**src/rtl/bmp180_target.sv**
```systemverilog
// BMP180 I2C target emulator: filtered SCL/SDA front end plus a byte-level register FSM
// serving chip ID, ctrl_meas and a coherent shadow of the 24-bit measurement.
module bmp180_target #(
    parameter logic [6:0]  ADR     = 7'h77,
    parameter logic [7:0]  CHIP_ID = 8'h55,
    parameter int unsigned FILTER  = 3
) (
    input  logic        clk,
    input  logic        reset,
    input  logic        scl,
    input  logic        sda_in,
    output logic        sda_oe,
    input  logic [23:0] sample,
    output logic [7:0]  ctrl_meas,
    output logic        ctrl_wr,
    output logic        busy,
    output logic [3:0]  stateOut
);

    localparam int unsigned CW = $clog2(FILTER + 1);

    typedef enum logic [3:0] {
        IDLE      = 4'd0,
        ADDR      = 4'd1,
        ADDR_ACK  = 4'd2,
        REG       = 4'd3,
        REG_ACK   = 4'd4,
        WRITE     = 4'd5,
        WRITE_ACK = 4'd6,
        READ      = 4'd7,
        IGNORE    = 4'd8,
        RD_ACK    = 4'd9
    } state_t;

    // Index 1 = SCL, index 0 = SDA
    logic [1:0]    sync1, sync2, filt, filt_d;
    logic [CW-1:0] cnt [2];

    always_ff @(posedge clk or negedge reset) begin
        if (!reset) begin
            sync1  <= '1;
            sync2  <= '1;
            filt   <= '1;
            filt_d <= '1;
            cnt[0] <= '0;
            cnt[1] <= '0;
        end else begin
            sync1  <= {scl, sda_in};
            sync2  <= sync1;
            filt_d <= filt;
            for (int unsigned i = 0; i < 2; i++) begin
                if (sync2[i] == filt[i])
                    cnt[i] <= '0;
                else if (cnt[i] == CW'(FILTER - 1)) begin
                    filt[i] <= sync2[i];
                    cnt[i]  <= '0;
                end else
                    cnt[i] <= cnt[i] + 1'b1;
            end
        end
    end

    logic fscl, fsda, scl_rise, scl_fall, start_c, stop_c;
    assign fscl     = filt[1];
    assign fsda     = filt[0];
    assign scl_rise =  fscl & ~filt_d[1];
    assign scl_fall = ~fscl &  filt_d[1];
    assign start_c  =  fscl & ~fsda &  filt_d[0];
    assign stop_c   =  fscl &  fsda & ~filt_d[0];

    function automatic logic [7:0] rd_reg(input logic [7:0] a, input logic [23:0] sh,
                                          input logic [7:0] cm);
        case (a)
            8'hD0:   return CHIP_ID;
            8'hF4:   return cm;
            8'hF6:   return sh[23:16];
            8'hF7:   return sh[15:8];
            8'hF8:   return sh[7:0];
            default: return 8'h00;
        endcase
    endfunction

    state_t      state;
    logic [7:0]  shift, ptr;
    logic [3:0]  bitcnt;
    logic        rw;
    logic [23:0] shadow;

    assign stateOut = state;

    always_ff @(posedge clk or negedge reset) begin
        if (!reset) begin
            state     <= IDLE;
            shift     <= '0;
            ptr       <= '0;
            bitcnt    <= '0;
            rw        <= 1'b0;
            shadow    <= '0;
            sda_oe    <= 1'b0;
            ctrl_meas <= '0;
            ctrl_wr   <= 1'b0;
            busy      <= 1'b0;
        end else begin
            ctrl_wr <= 1'b0;
            if (start_c) begin
                state  <= ADDR;
                bitcnt <= '0;
                busy   <= 1'b1;
                sda_oe <= 1'b0;
            end else if (stop_c) begin
                state  <= IDLE;
                bitcnt <= '0;
                busy   <= 1'b0;
                sda_oe <= 1'b0;
            end else begin
                case (state)
                    ADDR: begin
                        if (scl_rise) begin
                            shift  <= {shift[6:0], fsda};
                            bitcnt <= bitcnt + 4'd1;
                        end else if (scl_fall && bitcnt == 4'd8) begin
                            bitcnt <= '0;
                            if (shift[7:1] == ADR) begin
                                sda_oe <= 1'b1;
                                rw     <= shift[0];
                                state  <= ADDR_ACK;
                                // Shadow captured once here keeps a whole burst coherent
                                if (shift[0]) begin
                                    shadow <= sample;
                                    shift  <= rd_reg(ptr, sample, ctrl_meas);
                                end
                            end else begin
                                sda_oe <= 1'b0;
                                state  <= IGNORE;
                            end
                        end
                    end
                    ADDR_ACK: begin
                        if (scl_fall) begin
                            if (rw) begin
                                sda_oe <= ~shift[7];
                                bitcnt <= 4'd1;
                                state  <= READ;
                            end else begin
                                sda_oe <= 1'b0;
                                state  <= REG;
                            end
                        end
                    end
                    REG: begin
                        if (scl_rise) begin
                            shift  <= {shift[6:0], fsda};
                            bitcnt <= bitcnt + 4'd1;
                        end else if (scl_fall && bitcnt == 4'd8) begin
                            bitcnt <= '0;
                            sda_oe <= 1'b1;
                            state  <= REG_ACK;
                        end
                    end
                    REG_ACK: begin
                        if (scl_fall) begin
                            ptr    <= shift;
                            sda_oe <= 1'b0;
                            state  <= WRITE;
                        end
                    end
                    WRITE: begin
                        if (scl_rise) begin
                            shift  <= {shift[6:0], fsda};
                            bitcnt <= bitcnt + 4'd1;
                        end else if (scl_fall && bitcnt == 4'd8) begin
                            bitcnt <= '0;
                            sda_oe <= 1'b1;
                            state  <= WRITE_ACK;
                            if (ptr == 8'hF4) begin
                                ctrl_meas <= shift;
                                ctrl_wr   <= 1'b1;
                            end
                        end
                    end
                    WRITE_ACK: begin
                        if (scl_fall) begin
                            ptr    <= ptr + 8'd1;
                            sda_oe <= 1'b0;
                            state  <= WRITE;
                        end
                    end
                    READ: begin
                        if (scl_fall) begin
                            if (bitcnt == 4'd8) begin
                                sda_oe <= 1'b0;
                                state  <= RD_ACK;
                            end else begin
                                sda_oe <= ~shift[6];
                                shift  <= {shift[6:0], 1'b0};
                                bitcnt <= bitcnt + 4'd1;
                            end
                        end
                    end
                    RD_ACK: begin
                        // NACK leaves on the rising edge, so a falling edge here means ACK
                        if (scl_rise) begin
                            if (!fsda) begin
                                ptr   <= ptr + 8'd1;
                                shift <= rd_reg(ptr + 8'd1, shadow, ctrl_meas);
                            end else
                                state <= IGNORE;
                        end else if (scl_fall) begin
                            sda_oe <= ~shift[7];
                            bitcnt <= 4'd1;
                            state  <= READ;
                        end
                    end
                    default: ;
                endcase
            end
        end
    end

endmodule
```
**config.mk**
```make
export PLATFORM = sky130hd
export DESIGN_NAME = bmp180_target
export DESIGN_NICKNAME = d
export VERILOG_FILES = /design/src/rtl/bmp180_target.sv
export SDC_FILE = /design/constraint.sdc
export NUM_CORES = 1
export LEC_CHECK = 0
export CAP_MARGIN = 10
export CORE_ASPECT_RATIO = 1.5
export CORE_UTILIZATION = 35
export DETAILED_ROUTE_END_ITERATION = 10
export HOLD_SLACK_MARGIN = 0.08
export PLACE_DENSITY = 0.57
export SYNTH_ARGS = -nofsm -noshare
export SYNTH_HDL_FRONTEND = slang
export SYNTH_SLANG_ARGS = --single-unit
export TNS_END_PERCENT = 50
```
**constraint.sdc**
```tcl
create_clock -name clk -period 4.8 [get_ports clk]
set_clock_uncertainty 0.15 [all_clocks]
set_input_delay 0.96 -clock clk [delete_from_list [all_inputs] [get_ports clk]]
set_output_delay 0.96 -clock clk [all_outputs]
set_load 0.03 [all_outputs]
```
Word-level counts from Yosys, hierarchy flattened:

Index checks and enable logic that the tools add are counted.

* bits in registers: 72
* logic and storage cells: 186

* add/sub/neg operators: 4
* equality and inequality tests: 53
* mux-type cells: 73
* bitwise logic cells: 17
* reductions and logical operators: 21

Operators by type and width (number)
* two-way mux 4 bit: 26
* two-way mux 8 bit: 13
* equality test 8 bit (second input constant): 10
* case mux 8 bit (5 select lines): 2
* != test 4 bit (second input constant): 13
* case mux 8 bit (4 select lines): 1
* case mux 4 bit (7 select lines): 1
* case mux 8 bit (3 select lines): 1
* two-way mux 1 bit: 22
* AND reduction 10 bit: 2
* equality test 4 x 3 -> 1 bit (second input constant): 4
* case mux 4 bit (4 select lines): 1
* AND reduction 7 bit: 2
* AND reduction 13 bit: 1
* != test 2 bit (second input constant): 6
* AND reduction 6 bit: 2
* inverter 1 bit: 11
* AND reduction 11 bit: 1
* != test 5 bit (second input constant): 2
* != test 3 bit (second input constant): 3
* nonzero test 9 bit: 1
* adder 8 x 1 -> 8 bit (second input constant): 1
* equality test 4 x 2 -> 1 bit (second input constant): 2
* equality test 4 bit (second input constant): 2
* other kinds (24): 38

Logic depth before layout (Yosys ltp):

Gate-level depths: netlist of the first run.

* depth after elaboration: 8
* mapped depth: 11

Worst setup path after synthesis of the first run:

OpenSTA, ideal clock, no wires.

* kind: reg-to-reg
* start: reg filt[1]
* end: reg shadow[0]
* data arrival time: 2.177 ns
* data required time: 4.525 ns
* slack: 2.348 ns
* stages on the path, launching flop included: 10
* path buffers: 3
* clock period less this slack: 2.452 ns
* cells stage by stage: dfstp_2 -> clkbuf_1 -> inv_1 -> ha_1 -> buf_4 -> nand4b_2 -> nor3_2 -> nand3_1 -> buf_2 -> mux2_2

* longest elaborated chain between the ends: 4
* elaborated cells between the ends (all ways): 12

RTL lines
* start, declared: RTL line 36 `logic [1:0] sync1, sync2, filt, filt_d;`
* start signal, assigned by index: RTL line 55 `filt[i] <= sync2[i];`
* bitwise AND 1 bit (tied with other cells): RTL line 69 `assign stop_c = fscl & fsda & ~filt_d[0];`
* bitwise AND 1 bit (on tied branches): RTL line 69, 67, 68
* inverter 1 bit (no line) / logical AND 1 bit (equally long branches)
* AND reduction 7 bit (no line) (*)
* end signal, assigned: RTL line 129 `shadow <= sample;`
* end, declared: RTL line 87 `logic [23:0] shadow;`

Every way passes the cells marked *; elsewhere a longest branch is shown, timed or not.
A chain may end at the register's enable or synchronous reset.

Final worst setup path of the first run:

* start: reg state[0] (netlist: stateOut[0])
* end: out stateOut[0]

RTL lines
* start, declared: RTL line 83 `state_t state;`
* start signal, assigned: RTL line 93 `state <= IDLE;`
* start signal, assigned: RTL line 106 `state <= ADDR;`
* start signal, assigned: RTL line 111 `state <= IDLE;`
* end, declared: RTL line 17 `output logic [3:0] stateOut`

No word-level cell between the ends.

==> results of run 1 <==
==> Yosys cell counts, drive strengths merged, types with 11 or more instances <==
library cell,n,area (sq um)
nand3,15,80.1
nand2,25,93.8
a21oi,31,159
o21ai,35,175
clkbuf,15,56.3
nor3,22,141
dfrtp,64,1600
mux2,35,394
nor2,36,140
inv,22,82.6
buf,18,101
a31oi,13,81.3
a222oi,11,110
==> per-stage QoR <==
step / util [%] / setup WS, ns / hold slack, ns / cell area [sq um]
6_report: 42.0 / 1.68 / 0.207 / 5250
3_3_place_gp: 39.7 / 2.01 / 0.197 / 4970
4_1_cts: 42.0 / 1.68 / 0.207 / 5250
3_5_place_dp: 39.7 / 1.93 / 0.199 / 4970
5_1_grt: 42.0 / 1.60 / 0.208 / 5250
2_1_floorplan: - / 2.35 / 0.195 / 4500
==> final timing paths <==
path                       cells after the start               startpoint  slack [ns]              endpoint
min reg2reg                                    0       sync1[0]$_DFF_PN1_        0.21    sync2[0]$_DFF_PN1_
max                                            1  stateOut[0]$_DFFE_PN0P_        1.68           stateOut[0]
max reg2reg                                    7       ptr[0]$_DFFE_PN0P_        1.85  shift[6]$_DFFE_PN0P_
max in group asynchronous                      1                    reset        3.29    ptr[3]$_DFFE_PN0P_
min in group asynchronous                      1                    reset        0.61      cnt[2]$_DFF_PN0_
min                                            0       sync1[0]$_DFF_PN1_        0.21    sync2[0]$_DFF_PN1_
==> registers in the layout (all words and copies together) (netlist names), 4 cells and up <==
register	cells
bitcnt	4
ctrl_meas	8
ptr	8
cnt	4
stateOut	4
shift	8
shadow	24
==> power by group through the flow <==
stage | Sequential [W] | Combinational, W | Clock (W)
4_1_cts | 0.000978 | 0.000898 | 0.000649
5_1_grt | 0.00100 | 0.000994 | 0.000673
2_1_floorplan | 0.000854 | 0.000730 | 0
3_5_place_dp | 0.000989 | 0.000895 | 0
6_report | 0.000985 | 0.000899 | 0.000641
3_3_place_gp | 0.000990 | 0.000882 | 0
==> cell type report <==
class / instances / area [sq um]
Sequential cell: 72 / 1810
Multi-Input combinational cell: 347 / 2450
Tap cell: 156 / 195
Clock inverter: 4 / 28.8
Inverter: 22 / 82.6
Timing Repair Buffer: 43 / 425
Clock buffer: 12 / 256
Fill cell: 1253 / 7260
==> cell families (layout without fill, tap and decap cells) <==
group                    after synthesis  in the layout  synth area share (%)
XOR/XNOR                               7              7                  1.78
adder cells (fa/ha/maj)                9              9                  2.50
AO/OA/AOI/OAI                        146            146                  21.9
AND/OR/NAND/NOR                      144            144                  18.1
multiplexers                          41             41                  10.1
buffers and inverters                 55             81                  5.33
flip-flops                            72             72                  40.2
==> routing by layer <==
layer / global-route usage [%] / part of all wire [%]
met1: 24.6 / 41
met2: 35.0 / 52
met3: 3.51 / 4.4
met4: 9.01 / 3.1
met5: 0 / 0
==> impl_metrics.xml, run 1 <==
<?xml version="1.0" encoding="UTF-8"?>
<metrics>
  <group name="power_and_ir_drop">
    <metric name="pwr-share-seq" unit="%">39.0</metric>
    <metric name="power.density" unit="nW/um^2">481</metric>
    <metric name="p_comb_share" unit="%">35.6</metric>
    <metric name="p_clk_share" unit="%">25.4</metric>
    <metric name="power.leakage" unit="nW">2.01</metric>
    <metric name="cell_internal_pwr" unit="W">0.00147</metric>
    <metric name="totalPowerFinal" unit="W">0.00252</metric>
    <metric name="power.share.switching" unit="%">41.7</metric>
    <metric name="net-switching-power" unit="W">0.00105</metric>
    <metric name="peakVddDrop" unit="V">0.000319</metric>
  </group>
  <group name="global_route">
    <metric name="grt_start_max_net_pins" unit="">73</metric>
    <metric name="sum_of_overflow_across_all_layers_after_global_routing" unit="">0</metric>
    <metric name="first_global_vias" unit="">3895</metric>
    <metric name="grt_first_pass_wirelength" unit="microns">20600</metric>
    <metric name="antenna_found_initial" unit="">0</metric>
    <metric name="grt.total_usage" unit="%">20.4</metric>
  </group>
  <group name="worst_hold_path">
    <metric name="hp-class" unit="">reg -&gt; reg</metric>
  </group>
  <group name="clock_network">
    <metric name="postCtsHoldBufs" unit="">0</metric>
    <metric name="post-cts-setup-buffer-count" unit="">0</metric>
    <metric name="number_of_levels_in_the_clock_h_tree" unit="">3</metric>
    <metric name="clk_pin_slew_worst_setup_hold_paths" unit="ns">0.06</metric>
    <metric name="numCtsBuffers" unit="">9</metric>
    <metric name="cts-resized-gates" unit="">0</metric>
    <metric name="cts.sink_count" unit="">72</metric>
    <metric name="clock_tree.buffer_depth" unit="">2</metric>
    <metric name="cts_tree" unit="">yes</metric>
    <metric name="clkLatencyLatePin" unit="ns">0.35</metric>
    <metric name="clk_root_buffer_cell" unit="">sky130_fd_sc_hd__clkbuf_16</metric>
  </group>
  <group name="logic_synthesis">
    <metric name="number_of_warnings_printed_during_yosys_synthesis" unit="">0</metric>
    <metric name="syn_inst" unit="">474</metric>
    <metric name="synth-async-reset-ratio" unit="%">100</metric>
    <metric name="synth.yosys.seq_area_share" unit="%">40.2</metric>
    <metric name="post_synth_instance_area" unit="sq um">4500</metric>
    <metric name="post_synth.cell_area_avg" unit="sq um">9.50</metric>
    <metric name="yosys_register_bits" unit="">72</metric>
    <metric name="synth_cell_types" unit="">72</metric>
    <metric name="ys_dominant_reg_cell" unit="">sky130_fd_sc_hd__dfrtp_1</metric>
    <metric name="synth.net_count" unit="">511</metric>
    <metric name="synth-edff-count" unit="">0</metric>
  </group>
  <group name="sta">
    <metric name="timing.final.crit_period" unit="ns">3.12</metric>
    <metric name="worst_slew_pin_slew" unit="ns">0.920</metric>
    <metric name="timing.setup.tns" unit="ns">0</metric>
    <metric name="relSlewSlack" unit="%">37.8</metric>
    <metric name="final-max-slew-violation-count" unit="">0</metric>
    <metric name="peak_freq" unit="MHz">320</metric>
    <metric name="grt_setup_unrepaired" unit="">false</metric>
    <metric name="setup_viol" unit="">0</metric>
    <metric name="finalHoldViolCount" unit="">0</metric>
    <metric name="final.period_utilization" unit="%">65.0</metric>
  </group>
  <group name="route">
    <metric name="via_count" unit="">3971</metric>
    <metric name="route.detailed.vias_per_inst" unit="">6.05</metric>
    <metric name="drt_iter0_drc" unit="">364</metric>
    <metric name="drc" unit="">0</metric>
    <metric name="wl" unit="microns">13200</metric>
    <metric name="final_antenna_net_count" unit="">0</metric>
    <metric name="wire_length_per_cell" unit="microns">20.1</metric>
    <metric name="drt_pass1_iterations" unit="">8</metric>
  </group>
  <group name="floorplanning">
    <metric name="die_area" unit="sq um">13300</metric>
    <metric name="design.core.area" unit="sq um">12500</metric>
    <metric name="initial_utilization" unit="%">36.0</metric>
    <metric name="die_h" unit="microns">141</metric>
    <metric name="fp.dieW" unit="microns">94.6</metric>
    <metric name="site_row_count" unit="">50</metric>
    <metric name="io_pins" unit="">43</metric>
  </group>
  <group name="final_layout">
    <metric name="layout.cells.non_filler" unit="">656</metric>
    <metric name="ant_diodes" unit="">0</metric>
    <metric name="layout.cells.most_common" unit="">sky130_fd_sc_hd__dfrtp_1</metric>
    <metric name="num-nets-final" unit="">532</metric>
    <metric name="leading_cell_types_in_the_layout_fill_and_taps_excluded" unit="">sky130_fd_sc_hd__dfrtp_1, sky130_fd_sc_hd__clkdlybuf4s50_1, sky130_fd_sc_hd__nor2_1, sky130_fd_sc_hd__o21ai_0, sky130_fd_sc_hd__a21oi_1</metric>
    <metric name="drive_above_1_share" unit="%">12.8</metric>
    <metric name="area_growth_syn_to_layout" unit="%">16.6</metric>
  </group>
  <group name="setup_path">
    <metric name="timing.critical_path.arrival" unit="ns">2.01</metric>
    <metric name="crit_path_max_incr_delay" unit="ns">0.86</metric>
    <metric name="worst_setup_path_start_kind" unit="">register</metric>
    <metric name="cp_num_buf_inv" unit="">1</metric>
    <metric name="timing.critical_path.to_type" unit="">output pin</metric>
    <metric name="critPathRequiredTime" unit="ns">3.69</metric>
    <metric name="cp_top_family" unit="">flip-flops</metric>
    <metric name="criticalPathCategory" unit="">reg -&gt; out</metric>
    <metric name="cp_max_fo" unit="">27</metric>
    <metric name="crit_chain" unit="">clkdlybuf4s50_1</metric>
    <metric name="critical-path-slowest-cell" unit="">sky130_fd_sc_hd__dfrtp_1</metric>
  </group>
  <group name="place">
    <metric name="hpwlAfterDp" unit="microns">9280</metric>
    <metric name="place_congestion" unit="">0.897</metric>
    <metric name="numPlacedInstances" unit="">640</metric>
    <metric name="port-buffer-count" unit="">42</metric>
  </group>
  <group name="outcome">
    <metric name="outcome" unit="">finished, final reports clean</metric>
  </group>
  <group name="job">
    <metric name="drv.max_cap_violation_count" unit="">0</metric>
  </group>
</metrics>
Note: power is estimated with default switching activity, not from simulation.
==> inputs of run 2 (changes only) <==
==> constraint.sdc (replaced) <==
create_clock -name clk -period 3.08 [get_ports clk]
set_clock_uncertainty 0.15 [all_clocks]
set_input_delay 0.616 -clock clk [delete_from_list [all_inputs] [get_ports clk]]
set_output_delay 0.616 -clock clk [all_outputs]
set_load 0.03 [all_outputs]
==> run 2 against run 1 <==
  * Critical endpoint unchanged
  * Core utilization is 1.2 points higher
  * Combinational power is 64% higher
  * Sequential power increased by 52%
  * Final area grew 2.8%
==> impl_metrics.xml, run 2 (same netlist as run 1, synthesis figures left out) <==
<?xml version="1.0" encoding="UTF-8"?>
<metrics>
  <group name="worst_hold_path">
    <metric name="hold_path_depth" unit="">0</metric>
    <metric name="worstHoldStart" unit="">sync1[0]$_DFF_PN1_</metric>
    <metric name="hp-class" unit="">reg -&gt; reg</metric>
    <metric name="hold-path-endpoint" unit="">sync2[0]$_DFF_PN1_</metric>
  </group>
  <group name="sta">
    <metric name="setup_viol" unit="">0</metric>
    <metric name="finalHoldViolCount" unit="">0</metric>
    <metric name="final.period_utilization" unit="%">87.6</metric>
    <metric name="final-max-slew-violation-count" unit="">0</metric>
    <metric name="grt_setup_unrepaired" unit="">false</metric>
    <metric name="timing.final.crit_period" unit="ns">2.70</metric>
    <metric name="relSlewSlack" unit="%">38.3</metric>
    <metric name="hold-worst-slack" unit="ns">0.206</metric>
    <metric name="peak_freq" unit="MHz">371</metric>
    <metric name="worst_slew_pin_slew" unit="ns">0.926</metric>
    <metric name="timing.setup.tns" unit="ns">0</metric>
  </group>
  <group name="final_layout">
    <metric name="largest_reg_flops" unit="">24</metric>
    <metric name="area_growth_syn_to_layout" unit="%">19.9</metric>
    <metric name="drive_above_1_share" unit="%">15.4</metric>
    <metric name="fill_cells" unit="">1219</metric>
    <metric name="ant_diodes" unit="">0</metric>
    <metric name="leading_cell_types_in_the_layout_fill_and_taps_excluded" unit="">sky130_fd_sc_hd__dfrtp_1, sky130_fd_sc_hd__clkdlybuf4s50_1, sky130_fd_sc_hd__nor2_1, sky130_fd_sc_hd__o21ai_0, sky130_fd_sc_hd__a21oi_1</metric>
    <metric name="final_core_utilization" unit="%">43.2</metric>
    <metric name="final_design_area_no_fill" unit="sq um">5400</metric>
    <metric name="largest-register" unit="">shadow</metric>
    <metric name="layout.cells.most_common" unit="">sky130_fd_sc_hd__dfrtp_1</metric>
    <metric name="layout.cells.non_filler" unit="">670</metric>
    <metric name="num-nets-final" unit="">546</metric>
  </group>
  <group name="global_route">
    <metric name="grt.total_usage" unit="%">20.5</metric>
    <metric name="antenna_found_initial" unit="">0</metric>
    <metric name="first_global_vias" unit="">3971</metric>
    <metric name="grt_first_pass_wirelength" unit="microns">20900</metric>
    <metric name="sum_of_overflow_across_all_layers_after_global_routing" unit="">0</metric>
    <metric name="grt_start_max_net_pins" unit="">73</metric>
  </group>
  <group name="power_and_ir_drop">
    <metric name="power.density" unit="nW/um^2">764</metric>
    <metric name="power.leakage" unit="nW">2.10</metric>
    <metric name="peakVddDrop" unit="V">0.000528</metric>
  </group>
  <group name="job">
    <metric name="drv.max_cap_violation_count" unit="">0</metric>
  </group>
  <group name="clock_network">
    <metric name="cts.sink_count" unit="">72</metric>
    <metric name="postCtsHoldBufs" unit="">0</metric>
    <metric name="post-cts-setup-buffer-count" unit="">0</metric>
    <metric name="clk_pin_slew_worst_setup_hold_paths" unit="ns">0.06</metric>
    <metric name="clkLatencyLatePin" unit="ns">0.34</metric>
    <metric name="numCtsBuffers" unit="">9</metric>
    <metric name="cts-resized-gates" unit="">0</metric>
    <metric name="cts_tree" unit="">yes</metric>
    <metric name="clock_tree.buffer_depth" unit="">2</metric>
    <metric name="clk_root_buffer_cell" unit="">sky130_fd_sc_hd__clkbuf_16</metric>
    <metric name="number_of_levels_in_the_clock_h_tree" unit="">3</metric>
  </group>
  <group name="setup_path">
    <metric name="cp_max_fo" unit="">15</metric>
    <metric name="r2r-start" unit="">filt[1]$_DFFE_PN1P_</metric>
    <metric name="criticalPathCategory" unit="">reg -&gt; out</metric>
    <metric name="endpoint_of_the_worst_slack_reg_to_reg_timing_path" unit="">shift[2]$_DFFE_PN0P_</metric>
    <metric name="worstSetupStartpoint" unit="">stateOut[0]$_DFFE_PN0P_</metric>
    <metric name="crit_path_max_incr_delay" unit="ns">0.68</metric>
    <metric name="timing.critical_path.to_type" unit="">output pin</metric>
    <metric name="crit_chain" unit="">buf_4, clkdlybuf4s50_1</metric>
    <metric name="critPathRequiredTime" unit="ns">2.31</metric>
    <metric name="regToRegSetupSlack" unit="ns">0.39</metric>
    <metric name="critical-path-slowest-cell" unit="">sky130_fd_sc_hd__dfrtp_1</metric>
    <metric name="worst_setup_path_start_kind" unit="">register</metric>
    <metric name="reg2regPathDepth" unit="">8</metric>
    <metric name="timing.critical_path.arrival" unit="ns">1.93</metric>
  </group>
  <group name="route">
    <metric name="via_count" unit="">3946</metric>
    <metric name="wire_length_per_cell" unit="microns">19.3</metric>
    <metric name="drt_iter0_drc" unit="">325</metric>
    <metric name="drc" unit="">0</metric>
    <metric name="drt_pass1_iterations" unit="">7</metric>
    <metric name="wl" unit="microns">12900</metric>
    <metric name="final_antenna_net_count" unit="">0</metric>
    <metric name="route.detailed.vias_per_inst" unit="">5.89</metric>
  </group>
  <group name="place">
    <metric name="place_congestion" unit="">0.874</metric>
    <metric name="port-buffer-count" unit="">42</metric>
    <metric name="hpwlAfterDp" unit="microns">9330</metric>
    <metric name="placed_standard_cell_area" unit="sq um">5070</metric>
    <metric name="numPlacedInstances" unit="">654</metric>
  </group>
  <group name="floorplanning">
    <metric name="initial_utilization" unit="%">36.0</metric>
    <metric name="design.core.area" unit="sq um">12500</metric>
    <metric name="site_row_count" unit="">50</metric>
    <metric name="fp.dieW" unit="microns">94.6</metric>
    <metric name="die_area" unit="sq um">13300</metric>
    <metric name="io_pins" unit="">43</metric>
    <metric name="die_h" unit="microns">141</metric>
  </group>
  <group name="outcome">
    <metric name="outcome" unit="">finished, final reports clean</metric>
  </group>
</metrics>
[run 2: power breakdown]
group | internal (W) | leakage [nW] | switching (W)
sequential | 0.00115 | 0.885 | 0.000354
clock | 0.000719 | 0.162 | 0.000439
combinational | 0.000607 | 1.06 | 0.000862
total | 0.00247 | 2.10 | 0.00165
[run 2: layer usage]
layer | global-route usage, % | wire length [microns]
met4 | 8.77 | 344
met3 | 3.56 | 574
met5 | 0 | 0
met2 | 34.9 | 6700
met1 | 25.0 | 5310
[run 2: layout make-up]
| cell class | instances | area (sq um) | share of cell area [%] |
|---|---|---|---|
| Clock buffer | 9 | 225 | 4.17 |
| Multi-Input combinational cell | 347 | 2450 | 45.4 |
| Inverter | 22 | 82.6 | 1.53 |
| Sequential cell | 72 | 1810 | 33.6 |
| Timing Repair Buffer | 57 | 531 | 9.83 |
| Clock inverter | 7 | 103 | 1.90 |
| Tap cell | 156 | 195 | 3.62 |
[run 2: worst max-delay path, delay by kind of cell, from the launching register on]
family	cells	cell delay [ns]
buf+inv	2	0.91
flops	1	0.68
[run 2: worst max-delay path by stage]
stage,to,slack (ns),cells past startpoint
2_1_floorplan,shadow[0]$_DFFE_PN0P_,0.63,9
3_3_place_gp,shift[4]$_DFFE_PN0P_,0.53,7
3_5_place_dp,shift[6]$_DFFE_PN0P_,0.42,7
4_1_cts,stateOut[0],0.37,2
5_1_grt,shift[4]$_DFFE_PN0P_,0.01,8
6_report,stateOut[0],0.38,2
[run 2: metrics by stage]
| stage | setup WS [ns] | total power [W] |
|---|---|---|
| 3_3_place_gp | 0.526 | 0.00295 |
| 5_1_grt | 0.0120 | 0.00436 |
| 2_1_floorplan | 0.628 | 0.00247 |
| 6_report | 0.383 | 0.00413 |
| 3_5_place_dp | 0.422 | 0.00297 |
| 4_1_cts | 0.374 | 0.00414 |
